<file path="src/rtl/timer_counter.sv">
// Memory-mapped down-counting timer with one-shot and auto-reload modes.
// Three software-visible registers sit in a 16-byte window at BASE:
//   +0 CTRL   {IM, Mode[1:0], Enable}
//   +4 PRESET reload value, sampled only when the FSM enters LOAD
//   +8 COUNT  live counter value, read-only
//   +C reserved, reads 0
// IRQ is a level output, the interrupt flag gated by CTRL.IM.
module timer_counter #(
    parameter logic [31:0] BASE = 32'h0000_7F00
) (
    input  logic        clk,
    input  logic        reset,
    input  logic [31:0] Addr,
    input  logic [3:0]  ByteEn,
    input  logic [31:0] Din,
    output logic [31:0] Dout,
    output logic        IRQ
);

    typedef enum logic [1:0] {
        S_IDLE = 2'd0,
        S_LOAD = 2'd1,
        S_CNT  = 2'd2,
        S_INT  = 2'd3
    } state_t;

    localparam logic [1:0] OFF_CTRL   = 2'd0;
    localparam logic [1:0] OFF_PRESET = 2'd1;
    localparam logic [1:0] OFF_COUNT  = 2'd2;
    localparam logic [1:0] MODE_RELOAD = 2'b01;

    state_t      r_state;
    logic [3:0]  r_ctrl;
    logic [31:0] r_preset;
    logic [31:0] r_count;
    logic        r_irq_flag;

    logic        w_sel;
    logic        w_we;
    logic        w_wr_ctrl;
    logic        w_wr_preset;
    logic [1:0]  w_off;
    logic        w_enable;
    logic [1:0]  w_mode;
    logic        w_im;
    logic        w_count_gt1;
    logic        w_unused_addr;

    // The two low address bits are byte lanes; word registers ignore them.
    assign w_unused_addr = ^Addr[1:0];

    // Window decode and write qualification: only full-word stores count.
    assign w_off       = Addr[3:2];
    assign w_sel       = (Addr[31:4] == BASE[31:4]);
    assign w_we        = w_sel && (ByteEn == 4'b1111);
    assign w_wr_ctrl   = w_we && (w_off == OFF_CTRL);
    assign w_wr_preset = w_we && (w_off == OFF_PRESET);

    assign w_enable    = r_ctrl[0];
    assign w_mode      = r_ctrl[2:1];
    assign w_im        = r_ctrl[3];
    assign w_count_gt1 = (r_count > 32'd1);

    // Holds the reload value; only software changes it, the FSM just samples it.
    always_ff @(posedge clk) begin
        if (!reset) begin
            r_preset <= 32'd0;
        end else if (w_wr_preset) begin
            r_preset <= Din;
        end
    end

    // Counter FSM plus CTRL and the interrupt flag; a software CTRL write
    // is applied last so it overrides anything the FSM did that cycle.
    always_ff @(posedge clk) begin
        if (!reset) begin
            r_state    <= S_IDLE;
            r_ctrl     <= 4'd0;
            r_count    <= 32'd0;
            r_irq_flag <= 1'b0;
        end else begin
            case (r_state)
                S_IDLE: begin
                    if (w_enable) begin
                        r_state <= S_LOAD;
                    end
                end
                S_LOAD: begin
                    r_count <= r_preset;
                    r_state <= S_CNT;
                end
                S_CNT: begin
                    if (!w_enable) begin
                        r_state <= S_IDLE;
                    end else if (w_count_gt1) begin
                        r_count <= r_count - 32'd1;
                    end else begin
                        // Covers COUNT of 1 and 0, so a zero preset
                        // expires at once and the counter cannot wrap.
                        r_count    <= 32'd0;
                        r_irq_flag <= 1'b1;
                        r_state    <= S_INT;
                    end
                end
                S_INT: begin
                    if (w_mode == MODE_RELOAD) begin
                        r_irq_flag <= 1'b0;
                    end else begin
                        // One-shot: stop and leave the flag up for software.
                        r_ctrl[0] <= 1'b0;
                    end
                    r_state <= S_IDLE;
                end
                default: begin
                    r_state <= S_IDLE;
                end
            endcase

            if (w_wr_ctrl) begin
                r_ctrl     <= Din[3:0];
                r_irq_flag <= 1'b0;
            end
        end
    end

    // Read mux, selected by word offset regardless of byte enables.
    always_comb begin
        Dout = 32'd0;
        case (w_off)
            OFF_CTRL:   Dout = {28'd0, r_ctrl};
            OFF_PRESET: Dout = r_preset;
            OFF_COUNT:  Dout = r_count;
            default:    Dout = 32'd0;
        endcase
    end

    assign IRQ = w_im & r_irq_flag;

endmodule

</file>
<file path="config.mk">
export PLATFORM = sky130hd
export DESIGN_NAME = timer_counter
export DESIGN_NICKNAME = d
export VERILOG_FILES = /design/src/rtl/timer_counter.sv
export SDC_FILE = /design/constraint.sdc
export NUM_CORES = 1
export LEC_CHECK = 0
export CORE_MARGIN = 2
export CORE_UTILIZATION = 44
export DETAILED_ROUTE_END_ITERATION = 16
export GPL_TIMING_DRIVEN = 0
export HOLD_SLACK_MARGIN = 0.12
export PLACE_DENSITY = 0.76
export SLEW_MARGIN = 15
export SYNTH_ARGS = -nofsm -noshare
export SYNTH_HDL_FRONTEND = slang
export SYNTH_SLANG_ARGS = --single-unit
export TNS_END_PERCENT = 30
</file>
<file path="constraint.sdc">
create_clock -name clk -period 2.4 [get_ports clk]
set_input_delay 0.6 -clock clk [delete_from_list [all_inputs] [get_ports clk]]
set_output_delay 0.6 -clock clk [all_outputs]
set_load 0.05 [all_outputs]
</file>
==> impl_metrics.yaml <==
outcome:
  status: "complete, but fails checks"
  violations: "setup timing"
sta:
  worst_slack_ps: -64.34
  max_clock_freq_ghz: 0.4058
  setup_viol: 4
  setup_tns_ps: -85.64
  finalHoldViolations: 0
  post-route-period-util: 1.027
  slew_headroom: 0.5272
  drv_slew: 0
  rsz0062_at_grt: "true"
  min_period_ps: 2464
  fin_skew_ps: 10.81
  tightest_slew_ps: 709.2
global_routing:
  grtUsageMet3: 0.04666
  met1_usage: 0.3926
  track_usage: 0.2896
  grt_antenna_before_repair: 0
  gr-usage-met2: 0.4641
  busiest_layer: "met2"
  grt-ovfl-total: 0
  grt_max_degree: 13
  first_global_vias: 4223
  grt_pass1_wl_um: 22410
die:
  die_area_um2: 10010
  initial_utilization: 0.4457
  core-area_um2: 9109
  fp.dieW_um: 100.1
  row_count: 35
  die_h_um: 100.1
  io_pins: 103
route:
  ant_nets: 0
  route.vias.total: 4589
  routedWlPerCell_um: 20.12
  viasPerCell: 6.321
  firstDrtPassIters: 5
  totalWireLength_um: 14600
  drc: 0
  drt-initial-drc-count: 522
critical_path:
  cp-end-kind: "primary output"
  rrSetupSlack_ps: 50
  reg2reg_from: "r_count[12]"
  crit_type: "input port to primary output"
  reg2reg_depth: 7
  critPathRequiredTime_ps: 1800
  critPathLaunchType: "input port"
  worstPathMaxFanout: 10
  reg2reg_to: "r_count[21]"
  crit_arrival_ps: 1860
clock_network:
  insertion_delay_ps: 350
  clock_sinks: 71
  cts_inserted_buffers: 9
  htreeDepth: 3
  cts_buffer_depth: 2
  root_buffer: "clkbuf_8"
  cts_tree: "yes"
  clk_pin_slew_worst_paths_ps: 80
  cts_hold_buf: 0
yosys:
  yosysWarnings: 0
  netlist_instances: 492
  syn_area_per_cell_um2: 8.252
  ys_seq_area_frac: 0.3501
  yosys.cell_types.count: 60
  synth_edf_count: 0
  ys_seq_elements: 71
  synth-main-ff-cell: "dfxtp_1"
  synth-async-reset-ratio: 0
  syn_nets: 564
  synth_area_um2: 4060
power_and_ir_drop:
  p_switching_w: 0.0005710
  p_clk_frac: 0.420
  powerDensity_nw_per_um2: 415.3
  internal_power_w: 0.001798
  power_w: 0.002369
  seq_power_share: 0.497
  max-vdd-ir-drop_mv: 0.2066
  p_sw_frac: 0.2410
  power.leakage_nw: 2.259
  comb_power_share: 0.084
cells_and_area:
  antennaDiodeCount: 0
  final_common_cell: "dfxtp_1"
  areaGrowthSynthToFinish_pct: 40.52
  layout_common_cells: "dfxtp_1, clkdlybuf4s50_1, nor2_1"
  fin_nets: 683
  fillers: 818
  drive_gt1_frac: 0.2293
placed_design:
  dpl.hpwl_um: 10360
  port_buffers: 98
  globalplace.congestion: 1.017
hold_path:
  holdPathEnd: "r_count[23]"
  worstHoldPathCells: 2
  hold_start: "r_preset[23]"
  worstHoldPathType: "register to register"
run:
  drv_cap: 0
==> cell type report <==
cell class	instances	area [um2]	area share
clock inverters	5	58.81	0.01031
well taps	111	138.9	0.02434
multi-input cells	375	2695	0.4724
flip-flops and latches	71	1424	0.2496
inverters	11	41.29	0.007237
clock buffers	10	137.6	0.02412
plain buffers	35	240.2	0.04211
repair buffers	108	969.7	0.1700
==> cells by family after synthesis <==
logic type      count (synthesis)  share of synthesized area
xor+xnor                        2                   0.004315
buf+inv                        46                    0.04592
fa+ha+maj                       2                   0.006162
flops                          71                     0.3501
mux                            40                    0.09861
compound gates                159                     0.2573
simple gates                  172                     0.2376
==> worst max-delay path by stage <==
stage	start	endpoint	slack [ps]	cells after the start
floorplan	Addr[2]	Dout[0]	-140	6
finish	Addr[3]	Dout[3]	-60	7
global placement	Addr[3]	Dout[30]	-1650	6
global route	Addr[3]	Dout[3]	-70	7
detailed placement	Addr[3]	Dout[30]	-1650	6
CTS	Addr[29]	r_preset[24]	-180	7
==> Yosys cell counts (11+ instances only) <==
| cell type | n | area, um2 |
|---|---|---|
| nor3_1 | 11 | 55.05 |
| a22o_1 | 27 | 236.5 |
| clkbuf_1 | 24 | 90.09 |
| nand2_1 | 26 | 97.59 |
| nor4_1 | 12 | 75.07 |
| o21ai_0 | 43 | 215.2 |
| nor2_1 | 51 | 191.4 |
| mux2i_1 | 40 | 400.4 |
| dfxtp_1 | 71 | 1421 |
| a21oi_1 | 39 | 195.2 |
==> per-stage QoR <==
| stage | std cells | hold WS [ps] | utilization | setup slack, ps | cell area (um2) |
|---|---|---|---|---|---|
| 6_report | 726 | 515.0 | 0.6264 | -64.34 | 5705 |
| 3_3_place_gp | 701 | 485.1 | 0.5771 | -1653 | 5256 |
| 3_5_place_dp | 701 | 508.4 | 0.5776 | -1648 | 5261 |
| 4_1_cts | 717 | 518.4 | 0.6067 | -178.9 | 5527 |
| 5_1_grt | 726 | 546.5 | 0.6264 | -73.49 | 5705 |
| 2_1_floorplan | 492 | 459.1 | - | -139.4 | 4136 |
==> sequential cells by signal, indices dropped and copies added (netlist names) <==
name,cells
r_count,32
r_preset,32
r_ctrl,4
r_state,2
r_irq_flag,1
==> layer usage <==
metal	vias up	share of wire
met2	258	0.47
met4	0	0.025
met1	2193	0.42
met5	-	0
met3	35	0.083
li1	2103	-
==> critical path: stages <==
cell and delay, ps:
clkbuf_4 180, nor2b_2 220, clkbuf_4 210, clkbuf_8 210
nand2_1 80, o21ai_1 130, buf_4 230
==> power by group through the flow <==
stage	registers, W	logic, W	clock network (W)
final	0.00118	0.000198	0.000995
after floorplan	0.00120	0.0000429	0
after global routing	0.00118	0.000207	0.00105
after CTS	0.00118	0.000194	0.000992
after global placement	0.00120	0.000176	0
after detailed placement	0.00120	0.000179	0
==> timing repair <==
| item | CTS | global route |
|---|---|---|
| buffers inserted | 1 | 9 |
| pin swaps | 0 | 9 |
| cloned | 0 | 0 |
| setup endpoints to repair | 92 | 86 |
| resized for setup | 214 | 41 |
(Power assumes the default switching activity.)
